$ cat src/rtl/pong_game_ctrl_pkg.sv
// Shared definitions for the pong game-flow controller: state encodings, default game
// parameters, winner codes and a saturating score increment.
package pong_game_ctrl_pkg;

  typedef enum logic [2:0] {
    StMenu     = 3'd0,
    StSet      = 3'd1,
    StServe    = 3'd2,
    StPlay     = 3'd3,
    StPoint    = 3'd4,
    StGameOver = 3'd5
  } pong_state_e;

  localparam logic [4:0] WinScoreDefault    = 5'd11;
  localparam logic [7:0] PointFramesDefault = 8'd60;
  localparam logic [4:0] ScoreMax           = 5'd31;

  localparam logic [1:0] WinNone = 2'b00;
  localparam logic [1:0] WinP1   = 2'b01;
  localparam logic [1:0] WinP2   = 2'b10;

  function automatic logic [4:0] sat_inc(input logic [4:0] s);
    return (s == ScoreMax) ? s : s + 5'd1;
  endfunction

endpackage

$ cat src/rtl/pong_edge_det.sv
// Rising-edge detector; the history bit only advances when en is high, so the edge is
// measured against the level seen at the previous enabled cycle.
module pong_edge_det (
  input  logic clk,
  input  logic reset_n,
  input  logic en,
  input  logic d,
  output logic rise
);

  logic d_q;

  always_ff @(posedge clk or negedge reset_n) begin
    if (!reset_n) begin
      d_q <= 1'b0;
    end else if (en) begin
      d_q <= d;
    end
  end

  assign rise = en & d & ~d_q;

endmodule

$ cat src/rtl/pong_game_ctrl.sv
// Pong game-flow controller and score keeper.
// Optional build macro PONG_WIN_BY_TWO_EN: winning requires a two-point lead.
module pong_game_ctrl
  import pong_game_ctrl_pkg::*;
#(
  parameter logic [4:0] WIN_SCORE    = WinScoreDefault,
  parameter logic [7:0] POINT_FRAMES = PointFramesDefault
) (
  input  logic       clk,
  input  logic       reset_n,
  input  logic       frame_tick,
  input  logic       launch,
  input  logic       mode_btn,
  input  logic       left_hit,
  input  logic       right_hit,
  output logic [2:0] game_state,
  output logic [4:0] score_p1,
  output logic [4:0] score_p2,
  output logic       serve_side,
  output logic       mode_score,
  output logic [1:0] winner
);

  pong_state_e state_q, state_d;
  logic [4:0]  p1_q, p1_d, p2_q, p2_d;
  logic        serve_q, serve_d, mode_q, mode_d;
  logic [1:0]  winner_q, winner_d, win_code;
  logic [7:0]  cnt_q, cnt_d, cnt_inc;
  logic        launch_press, mode_press;

  pong_edge_det u_launch_edge (
    .clk     (clk),
    .reset_n (reset_n),
    .en      (1'b1),
    .d       (launch),
    .rise    (launch_press)
  );

  pong_edge_det u_mode_edge (
    .clk     (clk),
    .reset_n (reset_n),
    .en      (frame_tick),
    .d       (mode_btn),
    .rise    (mode_press)
  );

  assign cnt_inc = cnt_q + 8'd1;

  always_comb begin
    win_code = WinNone;
    if (mode_q) begin
`ifdef PONG_WIN_BY_TWO_EN
      // Saturated scores can no longer grow a lead, so the higher one takes it outright.
      if (p1_q == ScoreMax || p2_q == ScoreMax) begin
        if (p1_q > p2_q) win_code = WinP1;
        else if (p2_q > p1_q) win_code = WinP2;
      end else if (p1_q >= WIN_SCORE && {1'b0, p1_q} >= {1'b0, p2_q} + 6'd2) begin
        win_code = WinP1;
      end else if (p2_q >= WIN_SCORE && {1'b0, p2_q} >= {1'b0, p1_q} + 6'd2) begin
        win_code = WinP2;
      end
`else
      if (p1_q >= WIN_SCORE) win_code = WinP1;
      else if (p2_q >= WIN_SCORE) win_code = WinP2;
`endif
    end
  end

  always_comb begin
    state_d  = state_q;
    p1_d     = p1_q;
    p2_d     = p2_q;
    serve_d  = serve_q;
    mode_d   = mode_q;
    winner_d = winner_q;
    cnt_d    = cnt_q;
    case (state_q)
      StMenu: begin
        if (mode_press) mode_d = ~mode_q;
        if (launch_press) begin
          p1_d     = '0;
          p2_d     = '0;
          winner_d = WinNone;
          serve_d  = 1'b0;
          state_d  = StServe;
        end
      end
      StServe: begin
        if (launch_press) state_d = StPlay;
      end
      StPlay: begin
        if (left_hit || right_hit) begin
          state_d = StPoint;
          cnt_d   = '0;
          if (right_hit && !left_hit) begin
            p1_d    = sat_inc(p1_q);
            serve_d = 1'b1;
          end else if (left_hit && !right_hit) begin
            p2_d    = sat_inc(p2_q);
            serve_d = 1'b0;
          end
        end
      end
      StPoint: begin
        if (frame_tick) begin
          cnt_d = cnt_inc;
          if (cnt_inc == POINT_FRAMES) begin
            if (win_code != WinNone) begin
              winner_d = win_code;
              state_d  = StGameOver;
            end else begin
              state_d = StServe;
            end
          end
        end
      end
      StGameOver: begin
        if (launch_press) begin
          p1_d     = '0;
          p2_d     = '0;
          winner_d = WinNone;
          state_d  = StMenu;
        end
      end
      default: state_d = StMenu;
    endcase
  end

  always_ff @(posedge clk or negedge reset_n) begin
    if (!reset_n) begin
      state_q  <= StMenu;
      p1_q     <= '0;
      p2_q     <= '0;
      serve_q  <= 1'b0;
      mode_q   <= 1'b1;
      winner_q <= WinNone;
      cnt_q    <= '0;
    end else begin
      state_q  <= state_d;
      p1_q     <= p1_d;
      p2_q     <= p2_d;
      serve_q  <= serve_d;
      mode_q   <= mode_d;
      winner_q <= winner_d;
      cnt_q    <= cnt_d;
    end
  end

  assign game_state = state_q;
  assign score_p1   = p1_q;
  assign score_p2   = p2_q;
  assign serve_side = serve_q;
  assign mode_score = mode_q;
  assign winner     = winner_q;

endmodule

$ cat config.mk
export PLATFORM = sky130hd
export DESIGN_NAME = pong_game_ctrl
export DESIGN_NICKNAME = d
export VERILOG_FILES = /design/src/rtl/pong_game_ctrl_pkg.sv /design/src/rtl/pong_edge_det.sv /design/src/rtl/pong_game_ctrl.sv
export SDC_FILE = /design/constraint.sdc
export NUM_CORES = 1
export LEC_CHECK = 0
export CORE_UTILIZATION = 46
export CTS_CLUSTER_DIAMETER = 30
export DETAILED_ROUTE_END_ITERATION = 6
export PLACE_DENSITY = 0.69
export SETUP_SLACK_MARGIN = 0.15
export SYNTH_ARGS = -nofsm -noshare
export SYNTH_HDL_FRONTEND = slang
export SYNTH_HIERARCHICAL = 1
export SYNTH_SLANG_ARGS = --single-unit
$ cat constraint.sdc
create_clock -name clk -period 5.62 [get_ports clk]
set_input_delay 0.562 -clock clk [delete_from_list [all_inputs] [get_ports clk]]
set_output_delay 0.562 -clock clk [all_outputs]
set_load 0.05 [all_outputs]
Word level (Yosys, flattened, before mapping)
Index checks and enable logic that the tools add are counted.

Output and inout bits: 17. Register bits after elaboration: 27.

Bitwise logic cells: 6. Order comparisons: 2. Equal/unequal tests: 21. Reduce and logical (&&, ||, !) cells: 19. Muxes and demuxes: 34. Add/subtract/negate cells: 3.

Operator list (number): $mux W5 (8); $ne A2 B2 Y1 const B (12); $mux W3 (7); $pmux W5 S2 (2); $mux W8 (2); $pmux W8 S2 (1); $pmux W3 S5 (1); $mux W2 (7); $reduce_and A6 Y1 (2); $add A5 B1 Y5 const B (2); $eq A5 B5 Y1 const B (2); $ge A5 B4 Y1 const B (2); $reduce_and A5 Y1 (2); $reduce_bool A2 Y1 (5); $add A8 B1 Y8 const B (1); $eq A8 B6 Y1 const B (1); $eq A3 B2 Y1 const B (2); $eq A3 B3 Y1 const B (2); $mux W1 (4); $pmux W2 S2 (1); $reduce_and A4 Y1 (1); $and A1 B1 Y1 (3); $logic_not A3 Y1 (1); $ne A3 B3 Y1 const B (1); 9 further kinds (13).

Depth between registers and ports, before layout
Gate-level depths: netlist of run 1.

Depth after elaboration: 9. Mapped depth: 8.

Cells and area by module
Netlist of run 1, hierarchy kept.

Modules (own cells, without submodules): pong_game_ctrl (cells an instance 175, area each 1570.3 sq um, times used 1); pong_edge_det (cells an instance 3, area each 50.0 sq um, times used 2).

Least setup slack after synthesis of run 1
No wires, ideal clock.

Kind: flip-flop to flip-flop. Start: register p2_q[0] (netlist: score_p2[0]). End: register p2_q[3] (netlist: score_p2[3]). Setup time: 0.122 ns. Period minus slack after synthesis: 2.298 ns. Path buffers: 0. Data arrival time: 2.177 ns. Stages on the path, launching flop included: 9. Setup slack: 3.322 ns. Cells stage by stage: dfrtp_1 ha_1 and3_1 ha_1 nor4b_2 nand2_1 nor2_1 xnor2_1 nor2_1.

Longest elaborated chain between the ends: 6. Elaborated cells on any way between the ends: 9. Classes of those cells: add/sub (1); eq/ne (2); mux (5); reduce/logical (1).

RTL lines: start, declared (line pong_game_ctrl.sv:25) `logic [4:0] p1_q, p1_d, p2_q, p2_d;`; start signal, assigned (line pong_game_ctrl.sv:141) `p2_q <= p2_d;`; $add A5 B1 Y5 (line pong_game_ctrl_pkg.sv:23) `return (s == ScoreMax) ? s : s + 5'd1;`; $mux W5 (line pong_game_ctrl_pkg.sv:23); $mux W5 (line pong_game_ctrl.sv:98) `end else if (left_hit && !right_hit) begin`; $mux W5 (line pong_game_ctrl.sv:95) `if (right_hit && !left_hit) begin`; $mux W5 (line pong_game_ctrl.sv:92) `if (left_hit || right_hit) begin`; $pmux W5 S2 (line pong_game_ctrl.sv:77) `case (state_q)`.

Several ways; a longest one is shown, not always the timed one. The select of a mux whose other input is x is not followed. A chain may end at the register's enable or synchronous reset.

Final worst setup path of run 1
Start: register state_q[0] (netlist: game_state[0]). End: output game_state[0].

RTL lines: start, declared (line pong_game_ctrl.sv:24) `pong_state_e state_q, state_d;`; start signal, assigned (line pong_game_ctrl.sv:131) `state_q <= StMenu;`; start signal, assigned (line pong_game_ctrl.sv:139) `state_q <= state_d;`; end, declared (line pong_game_ctrl.sv:16) `output logic [2:0] game_state,`.

No word-level cell between the ends.

==> results of run 1 <==
-- per-stage QoR --
stage          total power [W]  setup slack [ps]  utilization
3_5_place_dp          0.000617              2990        0.568
6_report              0.000701              3170        0.576
4_1_cts               0.000702              3180        0.576
5_1_grt               0.000751              3060        0.576
3_3_place_gp          0.000608              3070        0.568
2_1_floorplan         0.000525              3320            -
-- registers in the layout (all words and copies together), names as in the netlist --
signal	count
score_p1	5
score_p2	5
u_mode_edge/d_q	1
cnt_q	8
u_launch_edge/d_q	1
mode_score	1
serve_side	1
game_state	3
winner	2
-- cells in the mapped netlist, types with 2 or more instances --
cell and n:
dfrtp_1 26, nand2_1 22, o21ai_0 16, nand3_1 12, nor2_1 12, a21oi_1 9
ha_1 9, inv_1 8, and3_1 5, xnor2_1 5, a21o_1 3, clkbuf_1 3
nor4b_2 3, o21ai_1 3, xor2_1 3, a211o_1 2, and3b_2 2, buf_2 2
mux2_2 2, mux2_4 2, mux2i_1 2, nor2b_1 2, nor3b_1 2, o22ai_1 2
o31ai_1 2
-- layout by cell type (no fill, tap or decap), drive strengths merged, types with 2 or more instances in the layout --
cell type       n
dfrtp          26
clkdlybuf4s50  23
nand2          22
o21ai          19
nand3          12
nor2           12
a21oi           9
ha              9
inv             8
and3            5
xnor2           5
clkbuf          4
mux2            4
nor4b           3
xor2            3
a21o            3
and3b           3
nor2b           2
a211o           2
mux2i           2
o22ai           2
nor3b           2
o31ai           2
conb            2
nand3b          2
-- worst max-delay path by stage --
stage / from / to / slack (ps) / cells after the start
2_1_floorplan: score_p2[0] / score_p2[3] / 3320 / 8
3_3_place_gp: left_hit / score_p2[3] / 3070 / 8
3_5_place_dp: left_hit / score_p2[3] / 2990 / 8
4_1_cts: game_state[0] / game_state[0] / 3180 / 1
5_1_grt: game_state[0] / game_state[0] / 3060 / 1
6_report: game_state[0] / game_state[0] / 3170 / 1
-- cells by family after synthesis --
| group | Yosys count | share of synthesized area |
|---|---|---|
| and+or+nand+nor | 70 | 0.233 |
| AOI/OAI and AO/OA | 46 | 0.172 |
| DFF | 27 | 0.405 |
| buffers and inverters | 14 | 0.0352 |
| adders and majority gates | 9 | 0.0674 |
| xor gates and xnor gates | 8 | 0.0419 |
| muxes | 6 | 0.0434 |
| other | 1 | 0.00225 |
-- power by group through the flow --
| stage | Combinational, W | Sequential [W] | Clock [W] |
|---|---|---|---|
| floorplan | 0.000166 | 0.000359 | 0 |
| global placement | 0.000311 | 0.000297 | 0 |
| detailed placement | 0.000315 | 0.000301 | 0 |
| CTS | 0.000317 | 0.000297 | 0.0000867 |
| global route | 0.000345 | 0.000309 | 0.0000966 |
| finish | 0.000317 | 0.000299 | 0.0000858 |
-- routing by layer --
layer | up-vias | global-route usage | routed length (µm)
li1 | 689 | - | -
met3 | 4 | 0.0294 | 125
met1 | 661 | 0.263 | 1670
met5 | - | 0 | 0
met4 | 0 | 0.0669 | 32
met2 | 32 | 0.308 | 1600
-- area by class of cell --
type                            count  area (µm²)
Clock buffer                        4        26.3
Fill cell                         307        1450
Inverter                            8        30.0
Multi-Input combinational cell    141         938
Sequential cell                    27         677
Tap cell                           46        57.6
Timing Repair Buffer               24         238
==> qor.csv, run 1 <==
stage,metric,value,unit
setup_path,cp-end-kind,output pin,
timing,worst_pin_slew,570,ps
routing,route.detailed.drc,0,
timing,finalSetupViolations,0,
routing,drtIter0Drc,71,
power_and_ir_drop,ir_drop,0.232,mV
synthesis,async_reset_ff_frac,1.00,
setup_path,r2r-end,score_p2[3],
hold_path,whs_path_depth,1,
clock_tree,clock_latency,330,ps
timing,relSlewSlack,0.619,
power_and_ir_drop,p_sw_frac,0.461,
clock_tree,clock_path_buffers,2,
power_and_ir_drop,seqPwrFrac,0.426,
timing,finalClockSkew,9.83,ps
floorplanning,ioPinCount,24,
power_and_ir_drop,pwr-share-clk,0.122,
synthesis,synthCells,181,
power_and_ir_drop,p_int,0.000378,W
place,placed_area,0.00194,mm²
place,dp_hpwl,2530,µm
timing,min_period,2450,ps
routing,ant_nets,0,
routing,wl_per_cell,13.7,µm
setup_path,r2r_cells,8,
power_and_ir_drop,switchingPower,0.000323,W
floorplanning,die_w,62.3,µm
synthesis,ys_types,47,
power_and_ir_drop,power_leakage,0.886,nW
layout,final_nets,221,
routing,first_pass_iters,4,
setup_path,cp_cell_sequence,clkdlybuf4s50_1,
layout,finalNonFillerCells,250,
routing,via_per_inst,5.54,
timing,hold_slack,524,ps
routing,num_vias,1386,
timing,finalHoldViolCount,0,
setup_path,regToRegStartpoint,score_p2[0],
global_routing,grt_overflow,0,
layout,area_delta_synth_final,17.8,%
setup_path,reg2reg_slack,3360,ps
hold_path,hp-class,flop to flop,
synthesis,yosysTopAreaCell,dfrtp_1,
floorplanning,initial_utilization,0.489,
setup_path,crit_family,buffers and inverters,
setup_path,crit_path_start_kind,flop,
clock_tree,cts_buffers,3,
clock_tree,h-tree-depth,1,
global_routing,grt_max_degree,28,
hold_path,min_to,cnt_q[4],
power_and_ir_drop,powerDensity,357,mW/mm²
clock_tree,post_cts_resized,0,
synthesis,synth_flop_cell,dfrtp_1,
hold_path,hp-start,cnt_q[4],
synthesis,yosysTopAreaCellShare,0.390,
timing,timing.setup.tns,0,ps
clock_tree,clock-sinks,27,
clock_tree,cts-root-buf,clkbuf_4,
timing,period_share,0.435,
global_routing,grt_usage,0.192,
setup_path,crit_slowest_cell,clkdlybuf4s50_1,
setup_path,slowest_delay,900,ps
timing,clock.fmax,0.409,GHz
floorplanning,core_area,0.00342,mm²
run,drv_cap,0,
routing,wirelength,3430,µm
floorplanning,dieArea,0.00388,mm²
timing,drv_slew,0,
place,gp_congestion,0.810,
layout,layout-drive-gt1-share,0.0784,
floorplanning,die_h,62.3,µm
timing,rsz0062_at_grt,no,
synthesis,netlist_area,0.00167,mm²
clock_tree,cts_setup_buffers,0,
synthesis,synth_edf_count,0,
synthesis,seq_area_frac_synth,0.405,
floorplanning,num_rows,21,
setup_path,worst_ep_arrival_time,1880,ps
clock_tree,cts_tree,yes,
setup_path,cp_num_buf_inv,1,
global_routing,antenna_found_initial,0,
layout,antenna_cells,0,
synthesis,ys_warn_count,6,
clock_tree,clk_pin_slew,140,ps
place,numPortBuffers,23,
synthesis,syn_area_per_cell,9.23,µm²
setup_path,cp.required,5060,ps
power_and_ir_drop,comb_power_share,0.452,
synthesis,synthTopCellsByArea,"dfrtp_1 39%, ha_1 6.7%, nand2_1 4.9%, o21ai_0 4.8%, nand3_1 3.6%",
layout,stdcell_area,0.00197,mm²
global_routing,grt_pass1_vias,1321,
clock_tree,cts_hold_buf,0,
global_routing,grt_pass1_wl,5980,µm
setup_path,critPathMaxFanout,14,
synthesis,synth-seq-cells,27,
status,status,"finished, final reports clean",
place,dp_cells,246,
setup_path,critical_path_class,flop to output pin,
Power figures use the tool's default switching activity.
==> run 2, diff against run 1 <==
--- a/config.mk
+++ b/config.mk
@@ -8,7 +8,7 @@
 export CORE_UTILIZATION = 46
 export CTS_CLUSTER_DIAMETER = 30
 export DETAILED_ROUTE_END_ITERATION = 6
-export PLACE_DENSITY = 0.69
+export PLACE_DENSITY = 0.72
 export SETUP_SLACK_MARGIN = 0.15
 export SYNTH_ARGS = -nofsm -noshare
 export SYNTH_HDL_FRONTEND = slang
==> constraint.sdc (replaced) <==
create_clock -name clk -period 2.05 [get_ports clk]
set_input_delay 0.205 -clock clk [delete_from_list [all_inputs] [get_ports clk]]
set_output_delay 0.205 -clock clk [all_outputs]
set_load 0.05 [all_outputs]
==> run 2 against run 1 <==
  * Sequential power grew to 2.7 times the previous value
  * Final area is 11% higher
  * Clock power rose to 2.7 times the previous value
  * First-iteration DRC count fell by 44%
  * Combinational power grew to 3.2 times the previous value
  * Routed wire length grew 4.7%
  * Final cell count grew 6.4%
  * Clock skew decreased by 8.9 ps
  * Worst hold slack got worse by 290 ps
  * Setup slack worse by 3000 ps
  * Largest power group unchanged
==> qor.csv, run 2 (same netlist as run 1, synthesis figures left out) <==
stage,metric,value,unit,change
routing,wirelength,3590,µm,was 3430 µm
status,status,"finished, final reports clean",,unchanged
timing,min_period,1860,ps,
place,gp_congestion,0.797,,was 0.810
layout,area_delta_synth_final,30.2,%,was 17.8%
routing,num_vias,1441,,was 1386
floorplanning,num_rows,21,,unchanged
timing,worst_pin_slew,497,ps,was 570 ps
layout,layout-drive-gt1-share,0.195,,was 0.0784
routing,first_pass_iters,4,,unchanged
power_and_ir_drop,powerDensity,951,mW/mm²,was 357 mW/mm²
global_routing,grt_pass1_vias,1432,,was 1321
place,dp_hpwl,2590,µm,was 2530 µm
layout,n_fill_cell,297,,was 307
clock_tree,clock_latency,320,ps,was 330 ps
timing,finalSetupViolations,0,,unchanged
routing,drtIter0Drc,40,,was 71
routing,via_per_inst,5.42,,was 5.54
global_routing,grt_pass1_wl,6390,µm,was 5980 µm
clock_tree,clock_path_buffers,2,,unchanged
floorplanning,die_w,62.3,µm,unchanged
layout,antenna_cells,0,,unchanged
clock_tree,cts_hold_buf,0,,unchanged
clock_tree,cts_buffers,3,,unchanged
timing,finalHoldViolCount,0,,unchanged
routing,wl_per_cell,13.5,µm,was 13.7 µm
clock_tree,clk_pin_slew,140,ps,about the same
layout,finalNonFillerCells,266,,was 250
layout,largest_reg_flops,8,,unchanged
clock_tree,clock-sinks,27,,unchanged
timing,drv_slew,0,,unchanged
timing,period_share,0.906,,
hold_path,hp-class,primary input to async pin,,was flop to flop
setup_path,critical_path_class,flop to flop,,was flop to output pin
floorplanning,dieArea,0.00388,mm²,unchanged
layout,final_nets,237,,was 221
power_and_ir_drop,power_leakage,0.969,nW,was 0.886 nW
place,dp_cells,254,,was 246
place,numPortBuffers,23,,unchanged
global_routing,grt_usage,0.207,,was 0.192
run,drv_cap,0,,unchanged
setup_path,cp-end-kind,flop,,was output pin
global_routing,grt_max_degree,28,,unchanged
setup_path,critPathMaxFanout,6,,was 14
clock_tree,cts_tree,yes,,unchanged
routing,route.detailed.drc,0,,unchanged
timing,timing.setup.tns,0,ps,unchanged
clock_tree,h-tree-depth,1,,unchanged
timing,finalClockSkew,0.959,ps,was 9.83 ps
layout,largest-register,cnt_q,,unchanged
floorplanning,initial_utilization,0.489,,unchanged
timing,relSlewSlack,0.667,,was 0.619
timing,rsz0062_at_grt,yes,,was no
setup_path,crit_path_start_kind,flop,,unchanged
floorplanning,core_area,0.00342,mm²,unchanged
routing,ant_nets,0,,unchanged
timing,clock.fmax,0.538,GHz,
layout,layout_common_cells,"22 x nand2_1, 22 x dfrtp_1, 19 x clkdlybuf4s50_1",,"was 26 x dfrtp_1, 23 x clkdlybuf4s50_1, 22 x nand2_1"
floorplanning,die_h,62.3,µm,unchanged
power_and_ir_drop,ir_drop,0.694,mV,was 0.232 mV
floorplanning,ioPinCount,24,,unchanged
setup_path,cp.required,2270,ps,was 5060 ps
clock_tree,cts-root-buf,clkbuf_4,,unchanged
setup_path,worst_ep_arrival_time,2080,ps,was 1880 ps
global_routing,grt_overflow,0,,unchanged
global_routing,antenna_found_initial,0,,unchanged
[run 2: worst paths after layout]
kind,from,to,slack [ps],depth (start not counted)
setup reg to reg,score_p1[0],winner[1],190,6
setup / recovery,score_p1[0],winner[1],190,6
hold / removal,reset_n,cnt_q[5],230,2
max in group asynchronous,reset_n,mode_score,1520,2
hold reg to reg,cnt_q[4],cnt_q[4],520,1
min in group clk,launch,u_launch_edge/d_q,510,2
[run 2: what timing repair did]
action | CTS | global route
gates resized for setup | 5 | 4
setup endpoints to repair | 8 | 7
pin swaps | 2 | 7
setup buffers | 4 | 4
gates cloned | 0 | 0
[run 2: routing by layer]
metal  up-vias  GRT usage  share of wire
li1        721          -              -
met2        25      0.356           0.49
met1       691      0.266           0.47
met4         0     0.0669          0.013
met3         4     0.0349          0.024
met5         -          0              0
[run 2: per-stage QoR]
step / util / setup WS, ps / hold WS [ps] / cell area, µm² / total power (W)
2_1_floorplan: - / 139 / -90.6 / 1740 / 0.00147
3_3_place_gp: 0.604 / 72.2 / 487 / 2060 / 0.00175
3_5_place_dp: 0.604 / 44.2 / 492 / 2060 / 0.00178
4_1_cts: 0.620 / 154 / 233 / 2120 / 0.00204
5_1_grt: 0.637 / 96.6 / 251 / 2170 / 0.00223
6_report: 0.637 / 193 / 234 / 2170 / 0.00207
[run 2: power breakdown]
| group | internal [W] | switching, W | leakage (nW) |
|---|---|---|---|
| Combinational | 0.000422 | 0.000596 | 0.598 |
| Sequential | 0.000638 | 0.000184 | 0.356 |
| Clock | 0.0000762 | 0.000152 | 0.0150 |
[run 2: worst max-delay path, cell delays in order (launching register included)]
cell and delay, ps:
dfrtp_2 480, ha_4 180, a211o_1 270, a21oi_2 210
nand2_1 100, o211ai_2 210, mux2_4 320
[run 2: final cells by class]
class / count / area [µm²] / area share
multi-input combinational: 141 / 1030 / 0.472
sequential: 27 / 682 / 0.314
timing repair buffer: 40 / 353 / 0.162
tap: 46 / 57.6 / 0.0265
inverter: 8 / 30.0 / 0.0138
clock buffer: 4 / 26.3 / 0.0121
==> run 3, diff against run 2 <==
--- a/config.mk
+++ b/config.mk
@@ -8,9 +8,8 @@
 export CORE_UTILIZATION = 46
 export CTS_CLUSTER_DIAMETER = 30
 export DETAILED_ROUTE_END_ITERATION = 6
-export PLACE_DENSITY = 0.72
+export PLACE_DENSITY = 0.68
 export SETUP_SLACK_MARGIN = 0.15
 export SYNTH_ARGS = -nofsm -noshare
 export SYNTH_HDL_FRONTEND = slang
-export SYNTH_HIERARCHICAL = 1
 export SYNTH_SLANG_ARGS = --single-unit
==> run 3 against run 2 <==
  * Clock-buffer cell count unchanged
  * Highest routed layer unchanged
  * Power up 2.7%
  * Sequential power about the same
  * Critical endpoint is now game_state[2]
  * Critical path type unchanged
  * Via count up 2.1%
  * Critical path depth down 1
  * Register-to-register slack about the same
  * Worst hold slack worse by 15 ps
  * Non-clock buffer count up 2
  * Flip-flop and latch count unchanged
  * Die area down 2.1%
==> qor.csv, run 3 <==
stage,metric,value,unit,change
timing,finalHoldViolCount,0,,unchanged
power_and_ir_drop,powerDensity,998,mW/mm²,was 951 mW/mm²
global_routing,grt_pass1_vias,1388,,was 1432
global_routing,grt_usage,0.223,,was 0.207
timing,timing.setup.tns,0,ps,unchanged
timing,drv_slew,0,,unchanged
synthesis,synth-seq-cells,27,,unchanged
global_routing,grt_pass1_wl,6200,µm,was 6390 µm
synthesis,synth_flop_cell,dfrtp_1,,unchanged
floorplanning,core_area,0.00336,mm²,was 0.00342 mm²
routing,first_pass_iters,4,,unchanged
layout,layout-drive-gt1-share,0.220,,was 0.195
synthesis,synth_most_common_cell,dfrtp_1,,unchanged
timing,rsz0062_at_grt,yes,,unchanged
synthesis,ys_types,43,,was 47
floorplanning,die_h,61.6,µm,was 62.3 µm
layout,post-route-util,0.633,,was 0.637
setup_path,cp.required,2290,ps,was 2270 ps
synthesis,synth_common_cells,"26 x dfrtp_1, 21 x nand2_1, 19 x o21ai_0, 15 x nor2_1, 9 x ha_1",,"was 26 x dfrtp_1, 22 x nand2_1, 16 x o21ai_0, 12 x nand3_1, 12 x nor2_1"
layout,largest_reg_flops,8,,unchanged
global_routing,grt_overflow,0,,unchanged
layout,largest-register,cnt_q,,unchanged
clock_tree,cts_hold_buf,0,,unchanged
setup_path,endpoint,game_state[2],,was winner[1]
setup_path,critPathLaunch,score_p1[0],,unchanged
run,drv_cap,0,,unchanged
clock_tree,h-tree-depth,1,,unchanged
setup_path,worst_ep_arrival_time,2080,ps,about the same
setup_path,r2r-end,game_state[2],,was winner[1]
power_and_ir_drop,ir_drop,0.559,mV,was 0.694 mV
timing,worst_pin_slew,509,ps,was 497 ps
routing,wl_per_cell,14.6,µm,was 13.5 µm
synthesis,async_reset_ff_frac,1.00,,unchanged
floorplanning,num_rows,21,,unchanged
place,gp_congestion,0.825,,was 0.797
place,dp_cells,253,,was 254
timing,finalClockSkew,4.64,ps,was 0.959 ps
layout,antenna_cells,0,,unchanged
setup_path,reg2reg_slack,200,ps,was 190 ps
timing,period_share,0.900,,was 0.906
timing,relSlewSlack,0.660,,was 0.667
synthesis,syn_area_per_cell,9.23,µm²,about the same
setup_path,r2r_cells,5,,was 6
synthesis,synthCells,177,,was 181
clock_tree,clock_path_buffers,2,,unchanged
routing,wirelength,3850,µm,was 3590 µm
layout,layout_common_cells,"20 x nand2_1, 20 x dfrtp_1, 20 x buf_4",,"was 22 x nand2_1, 22 x dfrtp_1, 19 x clkdlybuf4s50_1"
routing,drtIter0Drc,78,,was 40
synthesis,ys_warn_count,0,,was 6
synthesis,netlist_area,0.00163,mm²,was 0.00167 mm²
place,numPortBuffers,23,,unchanged
clock_tree,cts_buffers,3,,unchanged
status,status,"finished, final reports clean",,unchanged
setup_path,crit_path_start_kind,flop,,unchanged
synthesis,syn_nets,193,,
synthesis,seq_area_frac_synth,0.414,,was 0.405
timing,clock.fmax,0.542,GHz,was 0.538 GHz
setup_path,regToRegStartpoint,score_p1[0],,unchanged
power_and_ir_drop,power_leakage,0.991,nW,was 0.969 nW
floorplanning,dieArea,0.00379,mm²,was 0.00388 mm²
clock_tree,cts-root-buf,clkbuf_4,,unchanged
routing,num_vias,1471,,was 1441
floorplanning,die_w,61.6,µm,was 62.3 µm
hold_path,hp-class,primary input to async pin,,unchanged
routing,via_per_inst,5.57,,was 5.42
layout,finalNonFillerCells,264,,was 266
global_routing,antenna_found_initial,0,,unchanged
clock_tree,cts_tree,yes,,unchanged
timing,finalSetupViolations,0,,unchanged
floorplanning,initial_utilization,0.486,,was 0.489
routing,ant_nets,0,,unchanged
floorplanning,ioPinCount,24,,unchanged
clock_tree,clock-sinks,27,,unchanged
place,dp_hpwl,2740,µm,was 2590 µm
synthesis,yosysTopAreaCell,dfrtp_1,,unchanged
layout,area_delta_synth_final,30.2,%,about the same
clock_tree,clock_latency,340,ps,was 320 ps
routing,route.detailed.drc,0,,unchanged
synthesis,yosysTopAreaCellShare,0.398,,was 0.390
clock_tree,clk_pin_slew,150,ps,was 140 ps
setup_path,critical_path_class,flop to flop,,unchanged
setup_path,cp-end-kind,flop,,unchanged
layout,final_nets,235,,was 237
synthesis,synth_edf_count,0,,unchanged
timing,min_period,1850,ps,was 1860 ps
setup_path,critPathMaxFanout,5,,was 6
synthesis,synthTopCellsByArea,"dfrtp_1 40%, ha_1 6.9%, o21ai_0 5.8%, nand2_1 4.8%, xor2_1 3.8%",,"was dfrtp_1 39%, ha_1 6.7%, nand2_1 4.9%, o21ai_0 4.8%, nand3_1 3.6%"
global_routing,grt_max_degree,28,,unchanged
[run 3: layer usage]
metal  vias up  global-route usage  routed length [µm]
met2        37               0.369                1870
met3         4              0.0420                 154
met4         0              0.0762                  36
li1        721                   -                   -
met5         -                   0                   0
met1       709               0.292                1790
[run 3: layout make-up]
| type | instances | area (µm²) |
|---|---|---|
| Timing Repair Buffer | 42 | 374 |
| Tap cell | 46 | 57.6 |
| Inverter | 4 | 15.0 |
| Sequential cell | 27 | 684 |
| Multi-Input combinational cell | 141 | 971 |
| Clock buffer | 4 | 26.3 |
| Fill cell | 297 | 1230 |
[run 3: repair_timing]
action / 4_1_cts / 5_1_grt
endpoints found under the setup margin: 9 / 17
resized for setup: 8 / 12
pin swaps: 2 / 3
setup buffers: 3 / 4
[run 3: cells by family after synthesis]
group / Yosys count / synth area share
multiplexers: 4 / 0.0260
XOR/XNOR: 7 / 0.0375
AO/OA/AOI/OAI: 46 / 0.188
AND/OR/NAND/NOR: 75 / 0.243
adder cells (fa/ha/maj): 9 / 0.0689
buffers and inverters: 9 / 0.0214
flip-flops: 27 / 0.414
[run 3: how the worst min path moves through the flow]
stage          startpoint     endpoint  slack (ps)  cells after the start
6_report          reset_n     cnt_q[4]         220                      2
5_1_grt           reset_n  score_p2[0]         260                      2
3_5_place_dp     cnt_q[7]     cnt_q[7]         470                      1
2_1_floorplan     reset_n     cnt_q[0]         -90                      0
3_3_place_gp     cnt_q[7]     cnt_q[7]         470                      1
4_1_cts           reset_n  score_p2[2]         220                      2
[run 3: stage by stage]
stage	hold slack, ps	power [W]	setup WS, ps	cell area [µm²]
after floorplan	-90.6	0.00147	75.0	1640
final	219	0.00212	204	2130
after detailed placement	468	0.00180	7.99	2000
after global routing	256	0.00227	117	2130
after CTS	216	0.00207	153	2050
after global placement	465	0.00177	90.2	2000
[run 3: where the power goes]
part / internal [W] / total, W / switching [W] / leakage (nW)
sequential: 0.000649 / 0.000822 / 0.000173 / 0.353
combinational: 0.000420 / 0.00106 / 0.000640 / 0.623
clock: 0.0000766 / 0.000242 / 0.000165 / 0.0150
[run 3: critical path, stage by stage, from the launching register on]
cell and delay (ps):
dfrtp_2 480, ha_4 180, a211o_1 250, a21oi_1 270
a21boi_1 180, o32a_1 370
